[config.mk]
export PLATFORM = sky130hd
export DESIGN_NAME = muldiv_ctrl
export DESIGN_NICKNAME = d
export VERILOG_FILES = /design/src/rtl/muldiv_ctrl_pkg.sv /design/src/rtl/muldiv_step.sv /design/src/rtl/muldiv_ctrl.sv
export SDC_FILE = /design/constraint.sdc
export NUM_CORES = 1
export LEC_CHECK = 0
export BUFFER_PORTS_ARGS = -buffer_cell sky130_fd_sc_hd__buf_2
export CORE_MARGIN = 2
export CORE_UTILIZATION = 45
export DETAILED_ROUTE_END_ITERATION = 10
export PLACE_DENSITY = 0.74
export SLEW_MARGIN = 5
export SYNTH_ARGS = -nofsm -noshare
export SYNTH_HDL_FRONTEND = slang
export SYNTH_SLANG_ARGS = --single-unit
[constraint.sdc]
create_clock -name clk -period 4.1 [get_ports clk]
set_clock_uncertainty 0.1 [all_clocks]
set_input_delay 1.025 -clock clk [delete_from_list [all_inputs] [get_ports clk]]
set_output_delay 1.025 -clock clk [all_outputs]
set_load 0.02 [all_outputs]
[src/rtl/muldiv_ctrl_pkg.sv]
// Shared types for the multi-cycle multiply/divide unit: funct codes, FSM states
// and the iteration count.
package muldiv_ctrl_pkg;

    localparam int MULDIV_ITERS = 32;

    typedef enum logic [5:0] {
        FUNCT_MTHI  = 6'h11,
        FUNCT_MTLO  = 6'h13,
        FUNCT_MULT  = 6'h18,
        FUNCT_MULTU = 6'h19,
        FUNCT_DIV   = 6'h1A,
        FUNCT_DIVU  = 6'h1B
    } funct_t;

    typedef enum logic [1:0] {
        IDLE = 2'd0,
        RUN  = 2'd1,
        FIX  = 2'd2
    } muldiv_state_t;

    // Two's-complement magnitude when neg is set, raw value otherwise.
    function automatic logic [31:0] mag32(input logic [31:0] v, input logic neg);
        logic [31:0] r;
        if (neg) begin
            r = 32'd0 - v;
        end else begin
            r = v;
        end
        return r;
    endfunction

endpackage

[src/rtl/muldiv_step.sv]
// One iteration of the mul/div datapath: shift-add multiply step (LSB first) or
// restoring-divide step (MSB first). The quotient bit is merged in by the caller.
module muldiv_step #(
    parameter int WIDTH = 32
) (
    input  logic [2*WIDTH-1:0] acc,
    input  logic [WIDTH-1:0]   opnd,
    input  logic               in_bit,
    input  logic               is_div,
    output logic [2*WIDTH-1:0] acc_next,
    output logic               qbit
);

    logic [WIDTH:0]   sum_s;
    logic [WIDTH:0]   shifted_s;
    logic             ge_s;
    logic [WIDTH-1:0] rem_s;

    // Compute both step variants and select by operation class.
    always_comb begin
        sum_s     = {1'b0, acc[2*WIDTH-1:WIDTH]} + {1'b0, (in_bit ? opnd : {WIDTH{1'b0}})};
        shifted_s = {acc[2*WIDTH-1:WIDTH], in_bit};
        ge_s      = (shifted_s >= {1'b0, opnd});
        rem_s     = shifted_s[WIDTH-1:0];
        qbit      = 1'b0;
        acc_next  = {sum_s, acc[WIDTH-1:1]};
        if (is_div) begin
            // The true difference always fits in WIDTH bits when no borrow occurs.
            if (ge_s) begin
                rem_s = shifted_s[WIDTH-1:0] - opnd;
                qbit  = 1'b1;
            end else begin
                rem_s = shifted_s[WIDTH-1:0];
                qbit  = 1'b0;
            end
            acc_next = {rem_s, acc[WIDTH-2:0], 1'b0};
        end else begin
            qbit     = 1'b0;
            acc_next = {sum_s, acc[WIDTH-1:1]};
        end
    end

endmodule

[src/rtl/muldiv_ctrl.sv]
// MULT/MULTU/DIV/DIVU/MTHI/MTLO sequencer owning HI/LO.
// Optional flush support: define MULDIV_ABORT_EN to add the abort input.
module muldiv_ctrl
    import muldiv_ctrl_pkg::*;
#(
    parameter int WIDTH = 32
) (
    input  logic             clk,
    input  logic             rst_n,
    input  logic             start,
    input  funct_t           fncode,
    input  logic [WIDTH-1:0] a,
    input  logic [WIDTH-1:0] b,
`ifdef MULDIV_ABORT_EN
    input  logic             abort,
`endif
    output logic             busy,
    output logic             done,
    output logic [WIDTH-1:0] hi,
    output logic [WIDTH-1:0] lo
);

    localparam int CW = $clog2(MULDIV_ITERS);

    muldiv_state_t      state_r;
    logic [CW-1:0]      cnt_r;
    logic [2*WIDTH-1:0] acc_r;
    logic [WIDTH-1:0]   opa_r;
    logic [WIDTH-1:0]   opb_r;
    logic               is_div_r;
    logic               neg_q_r;
    logic               neg_r_r;
    logic [WIDTH-1:0]   hi_r;
    logic [WIDTH-1:0]   lo_r;
    logic               done_r;

    logic               is_op_s;
    logic               is_div_s;
    logic               is_signed_s;
    logic               sa_s;
    logic               sb_s;
    logic [WIDTH-1:0]   amag_s;
    logic [WIDTH-1:0]   bmag_s;
    logic               in_bit_s;
    logic [2*WIDTH-1:0] step_acc_s;
    logic               step_qbit_s;
    logic [2*WIDTH-1:0] prod_s;
    logic [WIDTH-1:0]   res_hi_s;
    logic [WIDTH-1:0]   res_lo_s;
    logic               abort_s;

    assign busy = (state_r != IDLE);
    assign done = done_r;
    assign hi   = hi_r;
    assign lo   = lo_r;

    // Classify the requested funct code.
    always_comb begin
        is_op_s     = 1'b0;
        is_div_s    = 1'b0;
        is_signed_s = 1'b0;
        case (fncode)
            FUNCT_MULT:  begin is_op_s = 1'b1; is_signed_s = 1'b1; end
            FUNCT_MULTU: begin is_op_s = 1'b1; end
            FUNCT_DIV:   begin is_op_s = 1'b1; is_div_s = 1'b1; is_signed_s = 1'b1; end
            FUNCT_DIVU:  begin is_op_s = 1'b1; is_div_s = 1'b1; end
            default:     begin is_op_s = 1'b0; end
        endcase
    end

    assign sa_s     = is_signed_s & a[WIDTH-1];
    assign sb_s     = is_signed_s & b[WIDTH-1];
    assign amag_s   = mag32(a, sa_s);
    assign bmag_s   = mag32(b, sb_s);
    assign in_bit_s = is_div_r ? opb_r[WIDTH-1] : opb_r[0];

    muldiv_step #(.WIDTH(WIDTH)) u_step (
        .acc      (acc_r),
        .opnd     (opa_r),
        .in_bit   (in_bit_s),
        .is_div   (is_div_r),
        .acc_next (step_acc_s),
        .qbit     (step_qbit_s)
    );

    // Abort only acts while an operation is in flight.
    always_comb begin
`ifdef MULDIV_ABORT_EN
        abort_s = abort & (state_r != IDLE);
`else
        abort_s = 1'b0;
`endif
    end

    // Sign correction of the finished magnitude result.
    always_comb begin
        prod_s   = {(2*WIDTH){1'b0}} - acc_r;
        res_hi_s = acc_r[2*WIDTH-1:WIDTH];
        res_lo_s = acc_r[WIDTH-1:0];
        if (is_div_r) begin
            if (neg_q_r) begin
                res_lo_s = {WIDTH{1'b0}} - acc_r[WIDTH-1:0];
            end else begin
                res_lo_s = acc_r[WIDTH-1:0];
            end
            if (neg_r_r) begin
                res_hi_s = {WIDTH{1'b0}} - acc_r[2*WIDTH-1:WIDTH];
            end else begin
                res_hi_s = acc_r[2*WIDTH-1:WIDTH];
            end
        end else begin
            if (neg_q_r) begin
                {res_hi_s, res_lo_s} = prod_s;
            end else begin
                {res_hi_s, res_lo_s} = acc_r;
            end
        end
    end

    // Sequencer state, iteration datapath and HI/LO registers.
    always_ff @(posedge clk or negedge rst_n) begin
        if (!rst_n) begin
            state_r  <= IDLE;
            cnt_r    <= {CW{1'b0}};
            acc_r    <= {(2*WIDTH){1'b0}};
            opa_r    <= {WIDTH{1'b0}};
            opb_r    <= {WIDTH{1'b0}};
            is_div_r <= 1'b0;
            neg_q_r  <= 1'b0;
            neg_r_r  <= 1'b0;
            hi_r     <= {WIDTH{1'b0}};
            lo_r     <= {WIDTH{1'b0}};
            done_r   <= 1'b0;
        end else begin
            done_r <= 1'b0;
            if (abort_s) begin
                state_r <= IDLE;
                cnt_r   <= {CW{1'b0}};
            end else begin
                case (state_r)
                    IDLE: begin
                        if (start) begin
                            case (fncode)
                                FUNCT_MTHI: begin hi_r <= a; done_r <= 1'b1; end
                                FUNCT_MTLO: begin lo_r <= a; done_r <= 1'b1; end
                                default: begin
                                    if (is_op_s && is_div_s && (b == {WIDTH{1'b0}})) begin
                                        done_r <= 1'b1;
                                    end else if (is_op_s) begin
                                        // Divide keeps the divisor in opa and shifts the dividend out of opb.
                                        opa_r    <= is_div_s ? bmag_s : amag_s;
                                        opb_r    <= is_div_s ? amag_s : bmag_s;
                                        is_div_r <= is_div_s;
                                        neg_q_r  <= sa_s ^ sb_s;
                                        neg_r_r  <= sa_s;
                                        acc_r    <= {(2*WIDTH){1'b0}};
                                        cnt_r    <= {CW{1'b0}};
                                        state_r  <= RUN;
                                    end else begin
                                        state_r <= IDLE;
                                    end
                                end
                            endcase
                        end else begin
                            state_r <= IDLE;
                        end
                    end
                    RUN: begin
                        acc_r <= is_div_r ? {step_acc_s[2*WIDTH-1:1], step_qbit_s} : step_acc_s;
                        opb_r <= is_div_r ? (opb_r << 1) : (opb_r >> 1);
                        if (cnt_r == CW'(MULDIV_ITERS - 1)) begin
                            cnt_r   <= {CW{1'b0}};
                            state_r <= FIX;
                        end else begin
                            cnt_r <= cnt_r + {{(CW-1){1'b0}}, 1'b1};
                        end
                    end
                    FIX: begin
                        hi_r    <= res_hi_s;
                        lo_r    <= res_lo_s;
                        done_r  <= 1'b1;
                        state_r <= IDLE;
                    end
                    default: begin
                        state_r <= IDLE;
                        cnt_r   <= {CW{1'b0}};
                    end
                endcase
            end
        end
    end

endmodule

; ---- After elaboration in Yosys (flattened, before gate mapping)
; Index checks and enable logic that the tools add are counted.
[word_totals]
output_inout_bits = 66
inputBits = 73
wordCells = 113
regBits = 203
[classes]
n_addsub = 8
n_eq_ne = 18
muxes = 52
magnitude_cmp = 1
bitwise_logic = 6
n_reduce_logical = 17
[op_table]
columns = op, count
row1 = $mux W32, 21
row2 = $mux W64, 5
row3 = $pmux W32 S2, 3
row4 = $pmux W64 S2, 1
row5 = $sub A1 B32 Y32 const A, 4
row6 = $sub A1 B64 Y64 const A, 1
row7 = $eq A6 B5 Y1 const B, 6
row8 = $add A32 B32 Y33, 1
row9 = $ge A33 B32 Y1, 1
row10 = $logic_not A32 Y1, 1
row11 = $sub A32 B32 Y32, 1
row12 = $mux W5, 5
row13 = $pmux W5 S3, 1
row14 = $reduce_and A5 Y1, 3
row15 = $mux W1, 10
row16 = $ne A2 B2 Y1 const B, 5
row17 = $reduce_and A3 Y1, 3
row18 = $mux W2, 4
row19 = $ne A3 B3 Y1 const B, 2
row20 = $reduce_bool A2 Y1, 3
row21 = $reduce_or A2 Y1, 3
row22 = $add A5 B1 Y5 const B, 1
row23 = $eq A5 B5 Y1 const B, 1
row24 = $ne A2 B1 Y1 const B, 2
row25 = 10 further kinds, 14

; ---- Depth between registers and ports, before layout
[logic_depth]
word_depth = 11
depth_mapped = 18
depth_no_buf = 16

; ---- Hierarchy
; From an unflattened synthesis, not the netlist that was laid out.
[unflattened]
hier_cells = 2165
area_unflattened_um2 = 17133.9
[modules_own_cells]
columns = mod, instances, cells_per_inst, area_per_inst_um2
row1 = muldiv_ctrl, 1, 1502, 12580.8
row2 = muldiv_step, 1, 663, 4553.1

; ---- Least setup slack after synthesis
; Ideal clock, no wire load.
[synth_timing]
kind = reg-to-reg
startpoint = register is_div_r
endpoint = register acc_r[61]
required_time_ps = 3879
setup_time_ps = 121
period_less_slack_ps = 4010
slack_ps = 90
arrival_time_ps = 3789
stages_incl_launch_ff = 18
cell_sequence = dfrtp_1 > clkbuf_1 > buf_2 > mux2i_1 > clkbuf_1 > nor2_1 > ha_1 > clkbuf_1 > a21oi_1 > o21ai_1 > a21o_1 > o21ai_1 > a31oi_1 > a41oi_1 > a221o_1 > o31ai_1 > o21ai_0 > a22o_1
[synth_via]
elab_chain_len = 5
elab_cells_between_ends = 8
[synth_lines]
columns = item, line
row1 = from (decl), muldiv_ctrl.sv:30  ; logic is_div_r;
row2 = from (signal assigned), muldiv_ctrl.sv:153  ; is_div_r <= is_div_s;
row3 = $mux W1, muldiv_ctrl.sv:75  ; assign in_bit_s = is_div_r ? opb_r[WIDTH-1] : opb_r[0];
row4 = $mux W32 (tied with other cells), muldiv_step.sv:21  ; sum_s = {1'b0, acc[2*WIDTH-1:WIDTH]} + {1'b0, (in_bit ? opnd : {WIDTH{1'b0}})};
row5 = $add A32 B32 Y33 or $mux W32 (tied branches), "muldiv_step.sv:21, muldiv_step.sv:29"
row6 = $mux W64 *, muldiv_step.sv:27  ; if (is_div) begin
row7 = $pmux W64 S2 *, muldiv_ctrl.sv:140  ; case (state_r)
row8 = to (signal assigned), muldiv_ctrl.sv:125  ; acc_r <= {(2*WIDTH){1'b0}};
row9 = to (signal assigned), muldiv_ctrl.sv:156  ; acc_r <= {(2*WIDTH){1'b0}};
row10 = to (signal assigned), muldiv_ctrl.sv:169  ; acc_r <= is_div_r ? {step_acc_s[2*WIDTH-1:1], step_qbit_s} : step_acc_s;
row11 = to (decl), muldiv_ctrl.sv:27  ; logic [2*WIDTH-1:0] acc_r;
; Every way passes the cells marked *; elsewhere a longest branch is shown, timed or not.
; A chain may end at the register's enable or synchronous reset.

; ---- Final worst setup path
[layout_timing]
startpoint = register is_div_r
endpoint = register acc_r[53]
; Same word-level chain as after synthesis.

==> run metrics <==
post-placement setup slack=-152 ps; HP Class=in2async; Die Footprint=38300 um^2; clk_lat worst skew=540 ps; largest net degree at the start of global routing=96; Setup crit start kind=register; Max Clk Rate=254 MHz; status=complete, no violations; Slew HR=30.6%; vias in the first global route=15700; CTS Buf Count=24; Longest Clk Path Bufs=3; post-route ant nets=0; R2R setup slack=170 ps; first-pass GRT wire length=88600 um; pwr dens=699 nW/um^2; min Tclk post-route=3930 ps; Post-Syn Instances=2056; Synth Area per Inst=8.05 um^2; core box area=36400 um^2; Core Rows=70; drt first pass iters=8; GRT Resource Usage Total=29.3%; DR vias/cell=6.19; H-tree levels=1; Area Growth Syn to Fin=12.4%; max_cap viols=0; Setup CP Type=reg2reg; Starting Density=45.4%; setup TNS=0 ps; GR Layer Usage met2=47.4%; # fillers=3434; CTS Sinks=203; CP required=4420 ps; GRT overflow=0; Yosys reg bits=203; chip width=196 um; RSZ-0062 raised after global routing=no; number of enable flip-flop cells after synthesis=0; NumNets Final=2297; most common cell after layout, fill and taps aside=nand2_1; Seq/Total Area, Yosys=30.7%; post-route setup slack=167 ps; DR WL/cell=21.7 um; period utilization=95.9%; gr busiest metal=met2; Syn. warnings=0; Synth Cell Area=16500 um^2; antenna cell count=0; Final Hold Vio Count=0; Primary FF master, synth=dfrtp_1; Syn Nets=2202; DRC=0; chip height=196 um; Port Buffers=138; I/O pins=139; routed vias=16300; Iter 0 DRT Violations=1279; CP endpoint kind=register; TritonCTS clock tree=done; Unique masters post-synth=90; Critical Path End=acc_r[53]; layout cell share with drive strength beyond 1=14.5%; max-slew violations=0; fin area=18600 um^2; Final HPWL DP=43300 um; most frequent cells in the layout=nand2_1, nor2_1, o21ai_0; Setup violations, final=0; initial antenna violation count=2; Worst Path Max Fanout=17; Root Driver=clkbuf_16; leakage dissipation=7.77 nW; final WL=57100 um; Critical R2R Capture=acc_r[53]; Clk pin slew, worst setup/hold paths=60 ps; RR Startpoint=is_div_r; met3 global-route usage=5.02%; worst r2r path cells=15; Worst-Margin Slew=1040 ps; Post-synth ARST share=100%; DP Area=17800 um^2; Worst VDD drop=405 uV; met1 usage=37.7%; arrival time of the worst setup path=4250 ps; GPL Wtd Cong=0.988; CP startpoint=is_div_r
what timing repair did:
item                                    in CTS  in global routing
hold buffers                                 0                  0
endpoints found under the setup margin       0                  6
setup buffers                                0                  0
resized for setup                            0                  5
worst min-delay path by stage:
stage / to / slack [ps] / depth (start not counted)
final: acc_r[42] / 370 / 1
after global routing: opa_r[27] / 400 / 2
after CTS: opa_r[8] / 380 / 2
after detailed placement: opa_r[27] / 370 / 2
after global placement: opa_r[27] / 360 / 2
after floorplan: opa_r[10] / 350 / 2
cell usage after synthesis (13+ instances only):
cell type  instances  area, um^2
buf_2             20         100
nand2_1          224         841
ha_1              71         888
nand4_1           15        93.8
dfrtp_1          203        5080
o21ai_0          209        1050
xor2_1            70         613
inv_1             62         233
nand2b_1          13        81.3
nor2b_1           14        87.6
mux2_2            29         327
o211ai_1          25         188
clkbuf_1          96         360
a22oi_1           17         128
or3_1             16         100
xnor2_1          100         876
nor3_1            28         140
nand3_1           21         105
o31ai_1           28         210
a31oi_1           18         113
nor2_1           214         803
a21o_1            23         173
a21oi_1          205        1030
mux2i_1          120        1200
per-stage QoR:
step | instances | hold WS, ps | utilization [%] | power, mW
3_3_place_gp | 2593 | 363 | 49.0 | 10.6
3_5_place_dp | 2593 | 370 | 49.0 | 10.7
4_1_cts | 2634 | 382 | 50.9 | 12.8
5_1_grt | 2634 | 404 | 51.0 | 13.9
6_report | 2634 | 373 | 51.0 | 13.0
2_1_floorplan | 2056 | 350 | - | 8.54
critical path: stages (launching register included):
cell and delay (ps):
dfrtp_4 480, mux2i_2 210, buf_4 270, nor2_1 70, ha_1 340, nor2b_2 190
o2111ai_1 230, a21oi_1 120, o21ai_1 270, a31oi_2 150, buf_4 170, a221o_1 340
a21oi_1 260, o21ai_0 160, xor2_1 170, a221o_1 290
flip-flops by register name, indices dropped and copies added, names as in the netlist, 2 cells and up:
| register | flops |
|---|---|
| cnt_r | 5 |
| opb_r | 32 |
| hi | 32 |
| opa_r | 32 |
| lo | 32 |
| state_r | 2 |
| acc_r | 64 |
final cells by class:
| type | count | area [um^2] | share of cell area [%] |
|---|---|---|---|
| Inverter | 64 | 240 | 1.29 |
| Clock buffer | 35 | 682 | 3.67 |
| Sequential cell | 203 | 5080 | 27.4 |
| Clock inverter | 6 | 43.8 | 0.236 |
| Multi-Input combinational cell | 1663 | 10800 | 58.0 |
| Tap cell | 468 | 586 | 3.15 |
| Timing Repair Buffer | 195 | 1180 | 6.34 |
routing by layer:
| metal | wire [um] | up-vias |
|---|---|---|
| met3 | 5000 | 160 |
| met1 | 22700 | 7870 |
| met5 | 13 | - |
| li1 | - | 7509 |
| met4 | 3320 | 2 |
| met2 | 26000 | 758 |
logic make-up (layout without fill, tap and decap cells):
| logic type | count (synthesis) | after routing | share of synthesized area, % |
|---|---|---|---|
| xor+xnor | 170 | 170 | 9.00 |
| mux | 149 | 149 | 9.24 |
| flops | 203 | 203 | 30.7 |
| simple gates | 635 | 635 | 17.9 |
| buf+inv | 190 | 300 | 4.61 |
| fa+ha+maj | 73 | 73 | 5.61 |
| compound gates | 636 | 636 | 23.0 |
power by group:
part	switching (mW)	internal (mW)	total (mW)
Combinational	4.45	2.95	7.40
Sequential	0.905	2.64	3.55
Clock	0.899	1.15	2.05
Total	6.25	6.74	13.0
No activity file was read; power rests on OpenSTA's default activity.
